**src/rtl/spi_master.sv**
```systemverilog
// rtl/spi_master.sv - parametrised SPI master: divided SCK, four CPOL/CPHA modes,
// MSB/LSB-first words and automatically managed active-low chip selects with optional hold.
module spi_master #(
  parameter int WIDTH   = 8,
  parameter int CLK_DIV = 2,
  parameter int NUM_CS  = 2,
  parameter int CS_W    = (NUM_CS > 1) ? $clog2(NUM_CS) : 1
) (
  input  logic              clk_i,
  input  logic              rst_i,
  input  logic              start_i,
  input  logic [WIDTH-1:0]  data_i,
  input  logic [CS_W-1:0]   cs_sel_i,
  input  logic              cpol_i,
  input  logic              cpha_i,
  input  logic              lsb_first_i,
  input  logic              hold_cs_i,
  input  logic              cs_release_i,
  output logic [WIDTH-1:0]  data_o,
  output logic              busy_o,
  output logic              done_o,
  output logic              sck_o,
  output logic              sdo_o,
  input  logic              sdi_i,
  output logic [NUM_CS-1:0] cs_n_o
);

  localparam int DIV_W  = (CLK_DIV > 1) ? $clog2(CLK_DIV) : 1;
  localparam int EDGE_W = $clog2(2 * WIDTH);

  typedef enum logic [1:0] {IDLE, SETUP, XFER, HOLD} state_t;

  state_t             state, state_n;
  logic [DIV_W-1:0]   div_cnt;
  logic [EDGE_W-1:0]  edge_cnt;
  logic [WIDTH-1:0]   tx_sr, rx_sr, data_q;
  logic               cpha_q, lsb_q, hold_q;
  logic               tick, last_edge, leading, accept;

  assign tick      = (div_cnt == DIV_W'(CLK_DIV - 1));
  assign last_edge = (edge_cnt == EDGE_W'(2 * WIDTH - 1));
  assign leading   = ~edge_cnt[0];
  assign accept    = start_i & ~busy_o;

  function automatic logic [NUM_CS-1:0] cs_pattern(input logic [CS_W-1:0] sel);
    logic [NUM_CS-1:0] p;
    for (int i = 0; i < NUM_CS; i++) p[i] = (32'(sel) != i);
    return p;
  endfunction

  function automatic logic first_bit(input logic [WIDTH-1:0] v, input logic lsb);
    return lsb ? v[0] : v[WIDTH-1];
  endfunction

  function automatic logic [WIDTH-1:0] shift_out(input logic [WIDTH-1:0] v, input logic lsb);
    return lsb ? (v >> 1) : (v << 1);
  endfunction

  always_ff @(posedge clk_i) begin
    if (rst_i) state <= IDLE;
    else       state <= state_n;
  end

  always_comb begin
    state_n = state;
    case (state)
      IDLE:    if (accept) state_n = SETUP;
      SETUP:   if (tick) state_n = XFER;
      XFER:    if (tick && last_edge) state_n = HOLD;
      HOLD:    if (tick) state_n = accept ? SETUP : IDLE;
      default: state_n = IDLE;
    endcase
  end

  always_comb begin
    done_o = 1'b0;
    busy_o = 1'b0;
    done_o = (state == HOLD) && tick;
    busy_o = (state != IDLE) && !done_o;
  end

  // The received word is visible in the done cycle itself, then held in data_q.
  assign data_o = done_o ? rx_sr : data_q;

  always_ff @(posedge clk_i) begin
    if (rst_i) begin
      div_cnt  <= '0;
      edge_cnt <= '0;
      tx_sr    <= '0;
      rx_sr    <= '0;
      data_q   <= '0;
      cpha_q   <= 1'b0;
      lsb_q    <= 1'b0;
      hold_q   <= 1'b0;
      sck_o    <= 1'b0;
      sdo_o    <= 1'b0;
      cs_n_o   <= '1;
    end else begin
      if (accept)              div_cnt <= '0;
      else if (state != IDLE)  div_cnt <= tick ? '0 : div_cnt + 1'b1;

      if (done_o) data_q <= rx_sr;

      if (accept) begin
        cpha_q   <= cpha_i;
        lsb_q    <= lsb_first_i;
        hold_q   <= hold_cs_i;
        sck_o    <= cpol_i;
        cs_n_o   <= cs_pattern(cs_sel_i);
        edge_cnt <= '0;
        rx_sr    <= '0;
        // CPHA=0 must present the first bit before the first (sampling) edge.
        if (!cpha_i) begin
          sdo_o <= first_bit(data_i, lsb_first_i);
          tx_sr <= shift_out(data_i, lsb_first_i);
        end else begin
          tx_sr <= data_i;
        end
      end else if (state == XFER && tick) begin
        sck_o    <= ~sck_o;
        edge_cnt <= last_edge ? '0 : edge_cnt + 1'b1;
        if (leading ^ cpha_q)
          rx_sr <= lsb_q ? {sdi_i, rx_sr[WIDTH-1:1]} : {rx_sr[WIDTH-2:0], sdi_i};
        if (cpha_q ? leading : (!leading && !last_edge)) begin
          sdo_o <= first_bit(tx_sr, lsb_q);
          tx_sr <= shift_out(tx_sr, lsb_q);
        end
      end else if (done_o) begin
        if (!hold_q) cs_n_o <= '1;
      end else if (state == IDLE && cs_release_i) begin
        cs_n_o <= '1;
      end
    end
  end

endmodule

```
**config.mk**
```make
export PLATFORM = sky130hd
export DESIGN_NAME = spi_master
export DESIGN_NICKNAME = d
export VERILOG_FILES = /design/src/rtl/spi_master.sv
export SDC_FILE = /design/constraint.sdc
export NUM_CORES = 1
export LEC_CHECK = 0
export ABC_AREA = 1
export BUFFER_PORTS_ARGS = -buffer_cell sky130_fd_sc_hd__buf_4
export CAP_MARGIN = 25
export CORE_MARGIN = 10
export CORE_UTILIZATION = 44
export CTS_CLUSTER_DIAMETER = 80
export CTS_CLUSTER_SIZE = 16
export DETAILED_ROUTE_END_ITERATION = 10
export PLACE_DENSITY = 0.65
export SLEW_MARGIN = 20
export SYNTH_ARGS = -nofsm -noshare
export SYNTH_HDL_FRONTEND = slang
export SYNTH_SLANG_ARGS = --single-unit
```
**constraint.sdc**
```tcl
create_clock -name clk_i -period 3.25 [get_ports clk_i]
set_clock_uncertainty 0.05 [all_clocks]
set_input_delay 0.325 -clock clk_i [delete_from_list [all_inputs] [get_ports clk_i]]
set_output_delay 0.325 -clock clk_i [all_outputs]
set_load 0.02 [all_outputs]
```
======== Word-level counts from Yosys, hierarchy flattened ========
Index checks and enable logic that the tools add are counted.
storage, ports and cells
  register bits after elaboration ......... 38
  bits in latches ......................... 0
  bits in writable memories ............... 0
  bits in read-only memories .............. 0
  input bits .............................. 18
  output and inout port bits .............. 14
  logic and storage cells ................. 80
  memories kept ........................... 0
operators by class
  add/subtract/negate cells ............... 2
  multiply operators ...................... 0
  divide/modulo/power cells ............... 0
  magnitude comparators ................... 0
  equal/unequal tests ..................... 11
  shifts and indexed selects .............. 0
  muxes and demuxes ....................... 30
  bitwise logic cells ..................... 6
  reductions and logical operators ........ 19
operators by type and width
  kind                                                  number
  2-to-1 mux 8 bit                                      8
  2-to-1 mux 2 bit                                      9
  != test 2 bit (second input constant)                 6
  2-to-1 mux 1 bit                                      11
  one-hot mux 2 bit (4 select lines)                    1
  logical AND 1 bit                                     6
  AND reduction 3 bit                                   2
  nonzero test 2 bit                                    3
  adder 4 x 1 -> 4 bit (second input constant)          1
  equality test 2 bit (second input constant)           2
  equality test 4 bit (second input constant)           1
  2-to-1 mux 4 bit                                      1
  inverter 1 bit                                        4
  AND reduction 2 bit                                   2
  AND reduction 4 bit                                   1
  != test 3 x 2 -> 1 bit (second input constant)        1
  nonzero test 3 bit                                    1
  equality test 2 x 1 -> 1 bit (second input constant)  1
  zero test 1 bit                                       2
  zero test 2 bit                                       1
  OR reduction 2 bit                                    1
  adder 1 bit (second input constant)                   1
  AND 1 bit                                             1
  bitwise XOR 1 bit                                     1

======== Depth between registers and ports, before layout ========
  depth in word-level cells ............... 9
  depth in mapped cells ................... 11
  gate-level depth less buffers ........... 10

======== Worst setup path before layout ========
No wires, ideal clock.
  kind .................................... reg-to-output
  start ................................... reg state[0]
  end ..................................... out data_o[2]
  arrival ................................. 1.320 ns
  data required time ...................... 2.875 ns
  path slack .............................. 1.555 ns
  stages on the path, launching flop included .. 7
  buffers on the path ..................... 0
  cells stage by stage .................... dfxtp_1 > ha_1 > nand2_2 > inv_1 > or2_2 > o21ai_0 > inv_1
on the way
  longest elaborated chain between the ends .. 3
ends and longest elaborated chain
  item                    line  text
  start, declared         33    state_t state, state_n;
  start signal, assigned  61    else state <= state_n;
  equality test 2 bit     78    done_o = (state == HOLD) && tick;
  logical AND 1 bit       78
  named net done_o        21    output logic done_o,
  2-to-1 mux 8 bit        --
  end, declared           19    output logic [WIDTH-1:0] data_o,
The timed path passes the listed nets, and every way through them passes these cells.

======== Final worst setup path ========
  start ................................... reg state[0]
  end ..................................... out data_o[2]
on the way
  longest elaborated chain between the ends .. 3
ends and longest elaborated chain
  item                 line
  equality test 2 bit  78
  logical AND 1 bit    78
  2-to-1 mux 8 bit     --
No other way between the ends.

==> reports/results.txt <==
CP Class = flop to primary output
die height = 90.0 um
final worst slack = 0.944 ns
Die X = 90.0 um
post-route total power = 1.60 mW
Final setup viols = 0
Power Dens Cells = 644 mW/mm^2
CP delay by family, top = simple AND/OR/NAND/NOR gates
cells resized by post-CTS repair = 0
final worst-path cycle share = 0.710
Clk pin slew, worst setup/hold paths = 0.08 ns
ANT cells = 0
hold path depth = 3
largest net degree at the start of global routing = 31
fmax = 0.434 GHz
area grow syn2layout = 15.2%
via count = 2007
H-tree depth = 2
number of global-route vias before repair = 1787
first-pass GRT wire length = 8400 um
total wire length = 4890 um
worst vdd ir = 0.279 mV
reg2reg start = state[0]$_SDFFE_PP0P_
Data required, critical path = 2.87 ns
Vias/cell = 4.84
HPWL after detailed placement = 3560 um
maximum fanout along the worst path = 13
Worst Path Buf+Inv = 3
synth warn = 0
Cells after Synth = 322
reg-to-reg endpoint = sdo_o$_SDFFE_PP0P_
postcts setup bufs = 0
starting density of the core = 0.456
Hold Path End = cs_n_o[0]$_SDFFE_PP1P_
critical path arrival = 1.93 ns
final weighted congestion in routability-driven placement = 0.810
Final ANT Viol Nets = 0
Crit. End Element = primary output
syn nets = 346
most frequent cell on the critical path = inv_1
Worst-Margin Slew = 0.883 ns
TritonCTS Sinks = 38
core box area = 0.00472 sq mm
Worst Hold Class = primary input to flop
Setup TNS = 0 ns
CTS Buf Count = 5
# rows = 25
startpoint types = flop
initial antenna violation count = 0
FF-to-FF setup slack = 1.06 ns
max cap viols = 0
hold buffer count at CTS = 0
#FFs+latches synth = 38
Period minus WS final = 2.31 ns
Worst Hold Launch = cs_sel_i
# DRC = 0
Die ar. = 0.00810 sq mm
post-DR wirelength/cell = 11.8 um
Port Buf Inserts = 31
crit-path cells = ha_1 > nand2_2 > inv_1 > or2_2 > o21ai_0 > inv_1 > buf_4
DR pass1 iterations = 4
sequential share of the synthesized area = 0.353
Setup WS pre-CTS = 1.09 ns
Fillers = 499
share of cells above drive strength 1 = 0.198
synth unique cells = 26
total grt overflow = 0
Initial DRC Count = 88
Final Slew Violations = 0
CP peak stage delay = 0.35 ns
outcome = finished, final reports clean
RSZ-0062 raised after global routing = false
worst skew pair latency = 0.29 ns
buffer type at the clock tree root = clkbuf_8
Syn Std Cell Area = 0.00215 sq mm
commonest cells after routing, fill and taps aside = nand2_1 (85), inv_1 (40), nor2_1 (39)
Leak Pwr = 1.20 nW
slowest CP cell = dfxtp_1
total global-route track usage = 0.118
I/O Pins = 32
Layout Nets = 371
Rel. slew slack = 0.411
Mean Syn Cell Area = 6.69 sq um
clock tree buffer depth = 2
Final Hold Vio Count = 0
CTS tree = done
Worst Reg2Reg Path Length in Cells = 8
commonest non-fill, non-tap cell in the layout = nand2_1
==> stage by stage <==
stage / cells / utilization / hold slack [ns] / instance area [sq um]
2_1_floorplan: 322 / - / 0.344 / 2150
3_3_place_gp: 407 / 0.505 / 0.407 / 2390
3_5_place_dp: 407 / 0.505 / 0.410 / 2390
4_1_cts: 415 / 0.525 / 0.242 / 2480
5_1_grt: 415 / 0.525 / 0.257 / 2480
6_report: 415 / 0.525 / 0.249 / 2480
==> worst reg2reg max path, delay by kind of cell (launching register included) <==
family / cells / cell delay [ns]
AO/OA/AOI/OAI: 1 / 0.73
adder cells (fa/ha/maj): 1 / 0.24
flip-flops: 1 / 0.40
AND/OR/NAND/NOR: 6 / 0.66
==> final cells by class <==
class,instances,area [sq um],share of cell area
repair buffers,31,233,0.0938
inverters,42,158,0.0635
clock inverters,2,12.5,0.00504
multi-input cells,229,1150,0.464
flip-flops and latches,38,761,0.307
clock buffers,6,82.6,0.0333
well taps,67,83.8,0.0338
==> per-layer routing <==
metal / vias up / global-route usage / share of wire
li1: 1073 / - / -
met3: 8 / 0.0374 / 0.063
met4: 0 / 0.0358 / 0.013
met2: 49 / 0.185 / 0.43
met5: - / 0 / 0
met1: 877 / 0.151 / 0.50
==> synth_stat cells <==
cell | number | share of area
a211oi_2 | 7 | 0.041
a21oi_1 | 19 | 0.044
a22oi_1 | 1 | 0.0035
buf_2 | 5 | 0.012
buf_6 | 4 | 0.021
clkbuf_1 | 4 | 0.0070
dfxtp_1 | 38 | 0.35
ha_1 | 6 | 0.035
inv_1 | 40 | 0.070
inv_2 | 2 | 0.0035
nand2_1 | 85 | 0.15
nand2_2 | 7 | 0.020
nand2_4 | 1 | 0.0052
nand3_1 | 9 | 0.021
nand3_2 | 1 | 0.0046
nand4_1 | 6 | 0.017
nor2_1 | 39 | 0.068
nor2_2 | 1 | 0.0029
nor3_1 | 1 | 0.0023
nor3_2 | 1 | 0.0046
o211ai_1 | 3 | 0.010
o21ai_0 | 27 | 0.063
o21ai_1 | 4 | 0.0093
o21ai_2 | 1 | 0.0041
or2_2 | 9 | 0.026
xnor2_1 | 1 | 0.0041
==> worst max path at each step <==
stage	slack (ns)	end	startpoint	depth (start not counted)
floorplan	1.55	data_o[2]	state[0]$_SDFFE_PP0P_	6
global placement	1.16	sdo_o$_SDFFE_PP0P_	state[0]$_SDFFE_PP0P_	8
detailed placement	1.09	sdo_o$_SDFFE_PP0P_	state[0]$_SDFFE_PP0P_	8
CTS	0.95	data_o[2]	state[0]$_SDFFE_PP0P_	7
global route	0.75	data_o[6]	state[0]$_SDFFE_PP0P_	7
finish	0.94	data_o[2]	state[0]$_SDFFE_PP0P_	7
==> state kept, by name, indices dropped and copies added (netlist names) <==
signal	cells
data_q	8
rx_sr	8
tx_sr	8
edge_cnt	4
cs_n_o	2
state	2
cpha_q	1
div_cnt	1
hold_q	1
lsb_q	1
sck_o	1
sdo_o	1
==> cells by family (layout without fill, tap and decap cells) <==
group / count (synthesis) / in the layout / share of synthesized area
AO/OA/AOI/OAI: 62 / 62 / 0.175
XOR/XNOR: 1 / 1 / 0.00407
adder cells (fa/ha/maj): 6 / 6 / 0.0348
buffers and inverters: 55 / 81 / 0.113
flip-flops: 38 / 38 / 0.353
AND/OR/NAND/NOR: 160 / 160 / 0.321
==> power by group <==
part / switching, mW / internal, mW
combinational: 0.424 / 0.235
sequential: 0.0568 / 0.538
clock: 0.174 / 0.171
Note: power is estimated with default switching activity, not from simulation.
